--- config.mk ---
export PLATFORM = sky130hd
export DESIGN_NAME = multicycle_control_unit
export DESIGN_NICKNAME = d
export VERILOG_FILES = /design/src/rtl/mcu_pkg.sv /design/src/rtl/mcu_decode.sv /design/src/rtl/multicycle_control_unit.sv
export SDC_FILE = /design/constraint.sdc
export NUM_CORES = 1
export LEC_CHECK = 0
export ABC_CLOCK_PERIOD_IN_PS = 5900
export BUFFER_PORTS_ARGS = -buffer_cell sky130_fd_sc_hd__buf_2
export CORE_UTILIZATION = 52
export DETAILED_ROUTE_END_ITERATION = 16
export PLACE_DENSITY = 0.91
export SETUP_SLACK_MARGIN = 0.05
export SLEW_MARGIN = 20
export SYNTH_ARGS = -nofsm -noshare
export SYNTH_HDL_FRONTEND = slang
export SYNTH_SLANG_ARGS = --single-unit
--- constraint.sdc ---
create_clock -name clk -period 5.9 [get_ports clk]
set_clock_uncertainty 0.15 [all_clocks]
set_input_delay 1.18 -clock clk [delete_from_list [all_inputs] [get_ports clk]]
set_output_delay 1.18 -clock clk [all_outputs]
set_load 0.03 [all_outputs]
--- src/rtl/mcu_pkg.sv ---
// Shared types and constants for the multicycle processor control unit.
// Opcode classes come from IR[31:29]; ctrl_t bundles every registered control output.
package mcu_pkg;

    typedef enum logic [2:0] {
        FETCH,
        DECODE,
        EXEC,
        MEM,
        WBPC,
        HALTED
    } state_t;

    localparam logic [2:0] CLS_ALU  = 3'b000;
    localparam logic [2:0] CLS_ALUI = 3'b001;
    localparam logic [2:0] CLS_LD   = 3'b010;
    localparam logic [2:0] CLS_ST   = 3'b011;
    localparam logic [2:0] CLS_BR   = 3'b100;
    localparam logic [2:0] CLS_JMP  = 3'b101;
    localparam logic [2:0] CLS_RET  = 3'b110;
    localparam logic [2:0] CLS_HALT = 3'b111;

    localparam logic [3:0] ALU_ADD = 4'b0000;

    localparam logic [1:0] REL_ZERO     = 2'b00;
    localparam logic [1:0] REL_POSITIVE = 2'b01;
    localparam logic [1:0] REL_NEGATIVE = 2'b10;
    localparam logic [1:0] REL_ALWAYS   = 2'b11;

    // One bit per func code; set bits are reg-reg funcs 0,2,4,6,8,11,13,15.
    localparam logic [31:0] REG_REG_FUNCS = 32'h0000_A955;

    function automatic logic is_reg_reg(input logic [4:0] func);
        return REG_REG_FUNCS[func];
    endfunction

    typedef struct packed {
        logic       load_pc;
        logic       load_npc;
        logic       read_im;
        logic       load_ir;
        logic       read_reg_port1;
        logic       read_reg_port2;
        logic       load_a;
        logic       load_b;
        logic       load_imm;
        logic       load_imm1;
        logic       mux_alu1;
        logic       mux_alu2;
        logic       mux_imm;
        logic [3:0] alu_func;
        logic       load_alu_out;
        logic       read_dm;
        logic       write_dm;
        logic       load_lmd;
        logic       mux_dm;
        logic       mux_wb;
        logic       write_reg;
        logic       mux_pc;
        logic       mux_ret;
        logic [1:0] mux_rel;
        logic       halt;
    } ctrl_t;

endpackage

--- src/rtl/mcu_decode.sv ---
// Combinational instruction decoder: turns IR into class flags, ALU function
// and branch condition select.
import mcu_pkg::*;

module mcu_decode (
    input  logic [31:0] ir,
    output logic        is_alu,
    output logic        use_imm,
    output logic        is_ld,
    output logic        is_st,
    output logic        is_br,
    output logic        is_jmp,
    output logic        is_ret,
    output logic        is_halt,
    output logic        st_npc,
    output logic [3:0]  alu_func,
    output logic [1:0]  mux_rel
);

    logic unused_ir_bits;
    assign unused_ir_bits = ^{ir[28:23], ir[20:5]};

    always_comb begin
        is_alu  = 1'b0;
        use_imm = 1'b0;
        is_ld   = 1'b0;
        is_st   = 1'b0;
        is_br   = 1'b0;
        is_jmp  = 1'b0;
        is_ret  = 1'b0;
        is_halt = 1'b0;
        unique case (ir[31:29])
            CLS_ALU: begin
                is_alu  = 1'b1;
                use_imm = !is_reg_reg(ir[4:0]);
            end
            CLS_ALUI: begin
                is_alu  = 1'b1;
                use_imm = 1'b1;
            end
            CLS_LD:   is_ld   = 1'b1;
            CLS_ST:   is_st   = 1'b1;
            CLS_BR:   is_br   = 1'b1;
            CLS_JMP:  is_jmp  = 1'b1;
            CLS_RET:  is_ret  = 1'b1;
            CLS_HALT: is_halt = 1'b1;
            default:  is_halt = 1'b0;
        endcase
        alu_func = is_alu ? ir[3:0] : ALU_ADD;
        mux_rel  = ir[22:21];
        st_npc   = ir[0];
    end

endmodule

--- src/rtl/multicycle_control_unit.sv ---
// Moore controller for the multicycle datapath. Every output is registered and
// reflects the state being entered on that clock edge.
import mcu_pkg::*;

module multicycle_control_unit #(
    parameter int RET_WIDTH = 32
) (
    input  logic                 clk,
    input  logic                 rst,
    input  logic [31:0]          IR,
    output logic                 loadPC,
    output logic                 loadNPC,
    output logic                 readIM,
    output logic                 loadIR,
    output logic                 readRegPort1,
    output logic                 readRegPort2,
    output logic                 loadA,
    output logic                 loadB,
    output logic                 loadIMM,
    output logic                 loadIMM1,
    output logic                 muxALU1,
    output logic                 muxALU2,
    output logic                 muxIMM,
    output logic [3:0]           ALUfunc,
    output logic                 loadALUout,
    output logic                 readDM,
    output logic                 writeDM,
    output logic                 loadLMD,
    output logic                 muxDM,
    output logic                 muxWB,
    output logic                 writeReg,
    output logic                 muxPC,
    output logic                 muxRET,
    output logic [1:0]           muxREL,
    output logic                 HALT,
    output logic [RET_WIDTH-1:0] retired
);

    state_t               state_q, state_d;
    ctrl_t                ctrl_q, ctrl_d;
    logic [RET_WIDTH-1:0] retired_q, retired_d;
    logic                 started_q, started_d;

    logic       is_alu, use_imm, is_ld, is_st, is_br, is_jmp, is_ret, is_halt, st_npc;
    logic [3:0] dec_alu_func;
    logic [1:0] dec_mux_rel;

    mcu_decode u_decode (
        .ir       (IR),
        .is_alu   (is_alu),
        .use_imm  (use_imm),
        .is_ld    (is_ld),
        .is_st    (is_st),
        .is_br    (is_br),
        .is_jmp   (is_jmp),
        .is_ret   (is_ret),
        .is_halt  (is_halt),
        .st_npc   (st_npc),
        .alu_func (dec_alu_func),
        .mux_rel  (dec_mux_rel)
    );

    // After reset the machine sits in FETCH with outputs cleared, so the first
    // edge without reset re-enters FETCH to drive its pulses.
    always_comb begin
        state_d   = state_q;
        ctrl_d    = '0;
        retired_d = retired_q;
        started_d = 1'b1;

        if (!started_q) begin
            state_d = FETCH;
        end else begin
            unique case (state_q)
                FETCH:   state_d = DECODE;
                DECODE:  state_d = is_halt ? HALTED : EXEC;
                EXEC:    state_d = (is_ld || is_st || is_ret) ? MEM : WBPC;
                MEM:     state_d = WBPC;
                WBPC:    state_d = FETCH;
                HALTED:  state_d = HALTED;
                default: state_d = FETCH;
            endcase
        end

        unique case (state_d)
            FETCH: begin
                ctrl_d.read_im  = 1'b1;
                ctrl_d.load_ir  = 1'b1;
                ctrl_d.load_npc = 1'b1;
            end
            DECODE: begin
                ctrl_d.read_reg_port1 = 1'b1;
                ctrl_d.read_reg_port2 = 1'b1;
                ctrl_d.load_a         = 1'b1;
                ctrl_d.load_b         = 1'b1;
                ctrl_d.load_imm       = 1'b1;
                ctrl_d.load_imm1      = 1'b1;
            end
            EXEC: begin
                ctrl_d.load_alu_out = 1'b1;
                ctrl_d.alu_func     = dec_alu_func;
                if (is_alu) begin
                    ctrl_d.mux_alu2 = use_imm;
                end else if (is_br) begin
                    ctrl_d.mux_alu1 = 1'b1;
                    ctrl_d.mux_alu2 = 1'b1;
                end else if (is_jmp) begin
                    ctrl_d.mux_alu1 = 1'b1;
                    ctrl_d.mux_alu2 = 1'b1;
                    ctrl_d.mux_imm  = 1'b1;
                end else begin
                    ctrl_d.mux_alu2 = 1'b1;
                end
            end
            MEM: begin
                if (is_st) begin
                    ctrl_d.write_dm = 1'b1;
                    ctrl_d.mux_dm   = st_npc;
                end else begin
                    ctrl_d.read_dm  = 1'b1;
                    ctrl_d.load_lmd = 1'b1;
                end
            end
            WBPC: begin
                ctrl_d.load_pc = 1'b1;
                retired_d      = retired_q + RET_WIDTH'(1);
                if (is_alu) begin
                    ctrl_d.write_reg = 1'b1;
                    ctrl_d.mux_wb    = 1'b1;
                end else if (is_ld) begin
                    ctrl_d.write_reg = 1'b1;
                end else if (is_br) begin
                    ctrl_d.mux_pc  = 1'b1;
                    ctrl_d.mux_rel = dec_mux_rel;
                end else if (is_jmp) begin
                    ctrl_d.mux_pc  = 1'b1;
                    ctrl_d.mux_rel = REL_ALWAYS;
                end else if (is_ret) begin
                    ctrl_d.mux_ret = 1'b1;
                end
            end
            HALTED:  ctrl_d.halt = 1'b1;
            default: ctrl_d = '0;
        endcase
    end

    always_ff @(posedge clk) begin
        if (rst) begin
            state_q   <= FETCH;
            ctrl_q    <= '0;
            retired_q <= '0;
            started_q <= 1'b0;
        end else begin
            state_q   <= state_d;
            ctrl_q    <= ctrl_d;
            retired_q <= retired_d;
            started_q <= started_d;
        end
    end

    assign loadPC       = ctrl_q.load_pc;
    assign loadNPC      = ctrl_q.load_npc;
    assign readIM       = ctrl_q.read_im;
    assign loadIR       = ctrl_q.load_ir;
    assign readRegPort1 = ctrl_q.read_reg_port1;
    assign readRegPort2 = ctrl_q.read_reg_port2;
    assign loadA        = ctrl_q.load_a;
    assign loadB        = ctrl_q.load_b;
    assign loadIMM      = ctrl_q.load_imm;
    assign loadIMM1     = ctrl_q.load_imm1;
    assign muxALU1      = ctrl_q.mux_alu1;
    assign muxALU2      = ctrl_q.mux_alu2;
    assign muxIMM       = ctrl_q.mux_imm;
    assign ALUfunc      = ctrl_q.alu_func;
    assign loadALUout   = ctrl_q.load_alu_out;
    assign readDM       = ctrl_q.read_dm;
    assign writeDM      = ctrl_q.write_dm;
    assign loadLMD      = ctrl_q.load_lmd;
    assign muxDM        = ctrl_q.mux_dm;
    assign muxWB        = ctrl_q.mux_wb;
    assign writeReg     = ctrl_q.write_reg;
    assign muxPC        = ctrl_q.mux_pc;
    assign muxRET       = ctrl_q.mux_ret;
    assign muxREL       = ctrl_q.mux_rel;
    assign HALT         = ctrl_q.halt;
    assign retired      = retired_q;

endmodule
==> results.py, run 1 <==
metrics = {
    "placement": {
        "port_buffers": 72,
        "dp_hpwl_um": 3510,
        "gp_congestion": 0.843,
        "place_ws_ns": 2.63,
    },
    "critical_path": {
        "worstRegToRegCells": 4,
        "crit_chain": "buf_2, a21o_1, o2111ai_2, nor4_1, mux2_2",
        "r2r_end": "retired[28]",
        "cp_max_fo": 20,
        "rrSetupSlack_ns": 3.41,
        "worstPathArrival_ns": 3.04,
        "worstSetupPathType": "primary input to flip-flop",
        "critPathRequiredTime_ns": 5.97,
        "crit_slowest_cell": "nor4_1",
        "rr_startpoint": "state_q[1]",
        "cp-start-kind": "primary input",
        "setup.worst_path.end_class": "flip-flop",
        "critPathMaxStageDelay_ns": 0.48,
    },
    "finish": {
        "n_antenna_cell": 0,
        "final_cell_mix": "buf_2, dfxtp_1, nor2_1",
        "area_delta_synth_final_pct": 20.2,
        "multi_input_area_mm2": 0.00119,
        "nFillCells": 361,
        "final-seq-area_mm2": 0.00114,
        "final_common_cell": "buf_2",
        "drive_gt1_frac": 0.294,
        "fin_nets": 374,
    },
    "cts": {
        "insertion_delay_ns": 0.33,
        "post-cts-setup-buffers": 0,
        "htree_levels": 3,
        "clockBufferDepth": 2,
        "cts.sinks": 57,
        "cts_tree": "built",
        "post_cts_resized": 0,
        "cts_made_buffers": 9,
        "path_clk_slew_ns": 0.07,
        "postCtsHoldBufs": 0,
        "clock-root-buffer": "clkbuf_8",
    },
    "drt": {
        "wl_um": 5330,
        "dr.pass1.iters": 5,
        "drt-vias-per-instance": 5.67,
        "vias": 2245,
        "post_drt_wl_per_cell_um": 13.4,
        "ant_nets": 0,
        "route.detailed.drc": 0,
        "drt_iter0_drc": 221,
    },
    "timing": {
        "setup_viol": 0,
        "worst_slew_pin_slew_ns": 0.879,
        "timing.fmax_mhz": 337,
        "drv_slew": 0,
        "relSlewSlack": 0.414,
        "rsz0062_at_grt": "no",
        "finalSetupTns_ns": 0,
        "finalCriticalPeriod_ns": 2.97,
        "final.setup.worst_slack_ns": 2.93,
        "finalHoldViolations": 0,
        "min_period_over_period": 0.503,
    },
    "floorplanning": {
        "initial_core_util": 0.559,
        "die_h_um": 71.6,
        "ios": 95,
        "rows": 24,
        "fp.dieW_um": 71.6,
        "core_area_mm2": 0.00450,
        "dieArea_mm2": 0.00512,
    },
    "global_route": {
        "antenna_found_initial": 0,
        "grt_usage": 0.217,
        "overflow": 0,
        "grt_max_degree": 51,
        "grt_pass1_vias": 2032,
        "grt_pass1_wl_um": 8790,
    },
    "synthesis": {
        "synth_nets": 317,
        "netlist_area_mm2": 0.00252,
        "ys.flop_type": "dfxtp_1",
        "ys_types": 45,
        "synth-seq-cells": 57,
        "yosysSeqAreaShare": 0.454,
        "synth_edf_count": 0,
        "syn_avg_cell_area_um2": 8.92,
        "ys_warn_count": 0,
        "synth_cells": 282,
        "async_reset_ff_frac": 0,
    },
    "power_and_ir_drop": {
        "power.leakage_uw": 0.00130,
        "power_uw": 844,
        "powerDensity_mw_per_mm2": 279,
        "max-vdd-ir-drop_uv": 150,
    },
    "status": {
        "status": "completed",
    },
    "hold_path": {
        "hold_end": "retired[6]",
        "hold_start": "retired[6]",
        "hold_path_class": "flip-flop to flip-flop",
        "min_path_cells": 2,
    },
    "run": {
        "max_cap_violations": 0,
    },
}
-- how the worst max path moves through the flow --
stage | startpoint | slack [ns] | endpoint | depth (start not counted)
floorplan | IR[29] | 3.15 | retired[26] | 7
global placement | IR[31] | 2.69 | retired[26] | 5
detailed placement | IR[31] | 2.63 | retired[26] | 5
CTS | IR[31] | 2.96 | retired[30] | 5
global route | IR[31] | 2.84 | retired[26] | 5
finish | IR[31] | 2.93 | retired[28] | 5
-- critical path: cells and delay by family --
kind / cells / cell delay [ns]
and+or+nand+nor: 1 / 0.48
muxes: 1 / 0.37
AOI/OAI and AO/OA: 2 / 0.77
buffers and inverters: 1 / 0.22
-- per-layer routing --
layer  global-route usage  vias to the layer above  share of wire
met1                0.259                     1041           0.46
met3               0.0352                       14          0.033
li1                     -                     1124              -
met4                0.124                        0          0.023
met5                    0                        -              0
met2                0.372                       66           0.48
-- cells in the mapped netlist (all sizes together) (9+ instances only) --
cell    number  area share
nand2       14       0.021
mux2         9       0.040
o21ai        9       0.019
nand3       10       0.020
nor2b       11       0.027
or4         10       0.030
a21oi       21       0.042
dfxtp       57        0.45
and2         9       0.022
buf         18       0.048
nor2        26       0.039
nor4        13       0.032
clkbuf       9       0.013
o31ai       10       0.030
-- area by class of cell --
cell class,instances,share of cell area
multi-input cells,190,0.393
flip-flops and latches,57,0.377
repair buffers,73,0.122
clock buffers,12,0.0513
clock inverters,4,0.0248
well taps,52,0.0215
inverters,8,0.00993
-- power by group --
group / internal [µW] / switching [µW] / leakage, µW / total (µW)
combinational: 11.6 / 29.7 / 0.000736 / 41.3
sequential: 388 / 2.86 / 0.000460 / 391
clock: 261 / 151 / 0.000109 / 412
total: 660 / 184 / 0.00130 / 844
-- state kept, by name (all words and copies together) (netlist names), 2 cells and up --
name	count
retired	32
ALUfunc	4
state_q	3
muxREL	2
-- metrics by stage --
step                cells  cell area [µm²]  hold slack (ns)   util
floorplan             282             2520            0.309      -
global placement      380             2790            0.324  0.620
detailed placement    380             2790            0.335  0.620
CTS                   396             3020            0.345  0.671
global route          396             3020            0.388  0.671
finish                396             3020            0.339  0.671
-- cells by family (layout without fill, tap and decap cells) --
family | after synthesis | count (layout) | share of synthesized area
mux | 10 | 10 | 0.0443
buf+inv | 35 | 97 | 0.0736
xor+xnor | 6 | 6 | 0.0209
simple gates | 123 | 123 | 0.274
flops | 57 | 57 | 0.454
fa+ha+maj | 1 | 1 | 0.00497
compound gates | 50 | 50 | 0.128
Note: power is estimated with default switching activity, not from simulation.
==> run 2: changes to the inputs <==
--- a/config.mk
+++ b/config.mk
@@ -5,11 +5,11 @@
 export SDC_FILE = /design/constraint.sdc
 export NUM_CORES = 1
 export LEC_CHECK = 0
-export ABC_CLOCK_PERIOD_IN_PS = 5900
+export ABC_CLOCK_PERIOD_IN_PS = 2650
 export BUFFER_PORTS_ARGS = -buffer_cell sky130_fd_sc_hd__buf_2
-export CORE_UTILIZATION = 52
+export CORE_UTILIZATION = 44
 export DETAILED_ROUTE_END_ITERATION = 16
-export PLACE_DENSITY = 0.91
+export PLACE_DENSITY = 0.83
 export SETUP_SLACK_MARGIN = 0.05
 export SLEW_MARGIN = 20
 export SYNTH_ARGS = -nofsm -noshare
==> constraint.sdc (replaced) <==
create_clock -name clk -period 2.65 [get_ports clk]
set_clock_uncertainty 0.15 [all_clocks]
set_input_delay 0.53 -clock clk [delete_from_list [all_inputs] [get_ports clk]]
set_output_delay 0.53 -clock clk [all_outputs]
set_load 0.03 [all_outputs]
==> results.py, run 2 (synthesis gave the netlist of run 1 again) <==
metrics = {
    "critical_path": {
        "worstSetupPathType": "flip-flop to flip-flop",
        "r2r_end": "retired[24]",
        "worstRegToRegCells": 4,
        "worstPathArrival_ns": 2.35,
        "setup.worst_path.end_class": "flip-flop",
        "cp_max_fo": 25,
        "cp-start-kind": "flip-flop",
        "rrSetupSlack_ns": 0.37,
        "critPathRequiredTime_ns": 2.72,
        "rr_startpoint": "retired[8]",
    },
    "power_and_ir_drop": {
        "max-vdd-ir-drop_uv": 417,
        "powerDensity_mw_per_mm2": 632,
        "power.leakage_uw": 0.00134,
    },
    "cts": {
        "path_clk_slew_ns": 0.07,
        "cts_tree": "built",
        "clock-root-buffer": "clkbuf_8",
        "htree_levels": 3,
        "cts.sinks": 57,
        "clockBufferDepth": 2,
        "postCtsHoldBufs": 0,
        "cts_made_buffers": 9,
        "post_cts_resized": 0,
        "post-cts-setup-buffers": 0,
        "insertion_delay_ns": 0.33,
    },
    "floorplanning": {
        "core_area_mm2": 0.00551,
        "rows": 27,
        "fp.dieW_um": 77.6,
        "dieArea_mm2": 0.00602,
        "initial_core_util": 0.457,
        "die_h_um": 77.6,
        "ios": 95,
    },
    "placement": {
        "port_buffers": 72,
        "dp_hpwl_um": 3720,
        "place_ws_ns": 0.186,
        "dpl-instance-area_mm2": 0.00284,
        "dp.cells": 403,
        "gp_congestion": 0.752,
    },
    "finish": {
        "finalNonFillerCells": 419,
        "final_common_cell": "buf_2",
        "multi_input_area_mm2": 0.00119,
        "design_area_mm2": 0.00308,
        "final-seq-area_mm2": 0.00114,
        "area_delta_synth_final_pct": 22.6,
        "n_antenna_cell": 0,
        "final_cell_mix": "buf_2, dfxtp_1, nor2_1",
        "fin_nets": 377,
        "nFillCells": 520,
        "largest_reg_flops": 32,
        "drive_gt1_frac": 0.303,
    },
    "timing": {
        "final.setup.worst_slack_ns": 0.370,
        "timing.fmax_mhz": 439,
        "finalSetupTns_ns": 0,
        "holdWs_ns": 0.257,
        "worst_slew_pin_slew_ns": 0.718,
        "relSlewSlack": 0.520,
        "setup_viol": 0,
        "finalHoldViolations": 0,
        "finalCriticalPeriod_ns": 2.28,
        "drv_slew": 0,
        "min_period_over_period": 0.860,
        "rsz0062_at_grt": "no",
    },
    "hold_path": {
        "hold_path_class": "primary input to flip-flop",
        "min_path_cells": 2,
        "hold_end": "ALUfunc[3]",
        "hold_start": "IR[3]",
    },
    "global_route": {
        "grt_usage": 0.194,
        "antenna_found_initial": 0,
        "grt_pass1_vias": 2038,
        "grt_max_degree": 41,
        "overflow": 0,
        "grt_pass1_wl_um": 9110,
    },
    "status": {
        "status": "completed",
    },
    "drt": {
        "post_drt_wl_per_cell_um": 13.0,
        "wl_um": 5450,
        "route.detailed.drc": 0,
        "drt-vias-per-instance": 5.47,
        "ant_nets": 0,
        "drt_iter0_drc": 113,
        "vias": 2294,
        "dr.pass1.iters": 4,
    },
    "run": {
        "max_cap_violations": 0,
    },
}
run 2: cell count changes in the layout (fill, tap and decap cells not counted), sizes merged:
cell / delta
buf: +3
clkinv: +3
clkbuf: -2
clkinvlp: -2
bufinv: +1
run 2: area by class of cell:
cell class                      count  area share
Timing Repair Buffer               76       0.127
Sequential cell                    57       0.370
Clock buffer                       10      0.0446
Clock inverter                      6      0.0341
Tap cell                           72      0.0292
Multi-Input combinational cell    190       0.386
Inverter                            8     0.00974
run 2: critical path, stage by stage (launching register included):
cell and delay, ns:
dfxtp_1 0.42, and4_1 0.26, nand2_1 0.43, nor4_1 0.53, mux2_2 0.38
run 2: how the worst max path moves through the flow:
stage / to / startpoint / depth (start not counted) / slack [ns]
2_1_floorplan: retired[26] / IR[29] / 7 / 0.55
3_3_place_gp: retired[31] / IR[31] / 6 / 0.26
3_5_place_dp: retired[31] / IR[31] / 6 / 0.19
4_1_cts: retired[24] / retired[8] / 4 / 0.38
5_1_grt: retired[25] / state_q[1] / 5 / 0.25
6_report: retired[24] / retired[8] / 4 / 0.37
run 2: per-stage QoR:
| stage | total power, µW | util |
|---|---|---|
| after floorplan | 963 | - |
| after detailed placement | 982 | 0.516 |
| after global placement | 979 | 0.516 |
| final | 1950 | 0.560 |
| after global routing | 2020 | 0.560 |
| after CTS | 1960 | 0.560 |
run 2: report_power, final:
group / total [µW] / switching, µW / internal, µW
combinational: 92.9 / 65.3 / 27.6
sequential: 870 / 6.33 / 863
clock: 986 / 341 / 645
run 2: layer usage:
| metal | vias up | GRT usage | routed length [µm] |
|---|---|---|---|
| li1 | 1126 | - | - |
| met1 | 1077 | 0.220 | 2420 |
| met2 | 74 | 0.329 | 2590 |
| met3 | 17 | 0.0424 | 284 |
| met4 | 0 | 0.123 | 158 |
| met5 | - | 0 | 0 |
==> run 3: changes to the inputs <==
--- a/config.mk
+++ b/config.mk
@@ -7,9 +7,9 @@
 export LEC_CHECK = 0
 export ABC_CLOCK_PERIOD_IN_PS = 2650
 export BUFFER_PORTS_ARGS = -buffer_cell sky130_fd_sc_hd__buf_2
-export CORE_UTILIZATION = 44
+export CORE_UTILIZATION = 25
 export DETAILED_ROUTE_END_ITERATION = 16
-export PLACE_DENSITY = 0.83
+export PLACE_DENSITY = 0.55
 export SETUP_SLACK_MARGIN = 0.05
 export SLEW_MARGIN = 20
 export SYNTH_ARGS = -nofsm -noshare
==> results.py, run 3 (synthesis gave the netlist of run 1 again) <==
metrics = {
    "status": {
        "status": "completed",
    },
    "floorplanning": {
        "ios": 95,
        "dieArea_mm2": 0.0105,
        "die_h_um": 102,
        "fp.dieW_um": 102,
        "rows": 36,
        "core_area_mm2": 0.00977,
        "initial_core_util": 0.257,
    },
    "placement": {
        "dp_hpwl_um": 3990,
        "port_buffers": 72,
        "gp_congestion": 0.726,
    },
    "global_route": {
        "grt_pass1_vias": 1919,
        "grt_usage": 0.116,
        "grt_max_degree": 42,
        "grt_pass1_wl_um": 9350,
        "overflow": 0,
        "antenna_found_initial": 0,
    },
    "drt": {
        "drt-vias-per-instance": 4.73,
        "post_drt_wl_per_cell_um": 12.1,
        "ant_nets": 0,
        "wl_um": 5820,
        "vias": 2278,
        "dr.pass1.iters": 4,
        "route.detailed.drc": 0,
        "drt_iter0_drc": 63,
    },
    "cts": {
        "htree_levels": 3,
        "clockBufferDepth": 2,
        "post_cts_resized": 0,
        "insertion_delay_ns": 0.33,
        "cts_made_buffers": 9,
        "clock-root-buffer": "clkbuf_8",
        "postCtsHoldBufs": 0,
        "cts_tree": "built",
        "cts.sinks": 57,
        "path_clk_slew_ns": 0.08,
        "post-cts-setup-buffers": 0,
    },
    "critical_path": {
        "worstSetupPathType": "flip-flop to flip-flop",
        "worstPathArrival_ns": 2.34,
        "critPathRequiredTime_ns": 2.72,
        "cp-start-kind": "flip-flop",
        "setup.worst_path.end_class": "flip-flop",
        "cp_max_fo": 23,
    },
    "finish": {
        "area_delta_synth_final_pct": 24.6,
        "fin_nets": 379,
        "postLayoutCoreUtil": 0.321,
        "drive_gt1_frac": 0.307,
        "final_cell_mix": "buf_2, dfxtp_1, nor2_1",
        "largest_reg_flops": 32,
        "n_antenna_cell": 0,
        "final_common_cell": "buf_2",
        "nFillCells": 1063,
    },
    "timing": {
        "worst_slew_pin_slew_ns": 0.730,
        "finalHoldViolations": 0,
        "min_period_over_period": 0.856,
        "relSlewSlack": 0.512,
        "drv_slew": 0,
        "setup_viol": 0,
        "finalCriticalPeriod_ns": 2.27,
        "finalSetupTns_ns": 0,
        "rsz0062_at_grt": "no",
        "timing.fmax_mhz": 441,
        "holdWs_ns": 0.257,
    },
    "hold_path": {
        "hold_path_class": "primary input to flip-flop",
    },
    "run": {
        "max_cap_violations": 0,
    },
    "power_and_ir_drop": {
        "max-vdd-ir-drop_uv": 199,
        "powerDensity_mw_per_mm2": 573,
        "power.leakage_uw": 0.00131,
    },
}
run 3: cell count changes in the layout (fill, tap and decap cells not counted):
cell,change
buf_4,+2
bufinv_16,-2
clkbuf_8,-1
clkinv_2,-3
clkinv_4,+1
clkinvlp_4,+3
inv_6,+2
run 3: power by group:
part / internal [µW] / switching, µW
Sequential: 862 / 6.30
Combinational: 27.6 / 65.7
Clock: 442 / 394
Total: 1330 / 466
run 3: layout make-up:
cell class / count / area, µm² / share of cell area
Timing Repair Buffer: 78 / 405 / 0.129
Tap cell: 133 / 166 / 0.0531
Clock buffer: 9 / 124 / 0.0395
Sequential cell: 57 / 1140 / 0.364
Inverter: 8 / 30.0 / 0.00958
Multi-Input combinational cell: 190 / 1190 / 0.379
Clock inverter: 7 / 78.8 / 0.0251
run 3: final timing paths:
path | start | end | slack (ns) | cells past startpoint
setup / recovery | retired[8] | retired[26] | 0.38 | 4
hold reg to reg | retired[6] | retired[6] | 0.35 | 2
setup reg to reg | retired[8] | retired[26] | 0.38 | 4
hold / removal | IR[1] | ALUfunc[1] | 0.26 | 2
run 3: critical path: stages (launching register included):
cell,delay (ns)
dfxtp_1,0.43
and4_1,0.27
nand2_1,0.44
nor4b_1,0.49
mux2_2,0.37
run 3: per-stage QoR:
step	power, µW	cells	cell area, µm²	worst slack (ns)
3_5_place_dp	983	466	2930	0.240
6_report	1800	482	3140	0.380
3_3_place_gp	982	466	2930	0.246
2_1_floorplan	963	282	2520	0.547
5_1_grt	1880	482	3140	0.182
4_1_cts	1840	482	3140	0.377
run 3: layer usage:
layer / GRT usage / up-vias / wire, µm
met4: 0.0495 / 0 / 97
li1: - / 1133 / -
met1: 0.150 / 1072 / 2900
met3: 0.0404 / 8 / 284
met5: 0 / - / 0
met2: 0.176 / 65 / 2550
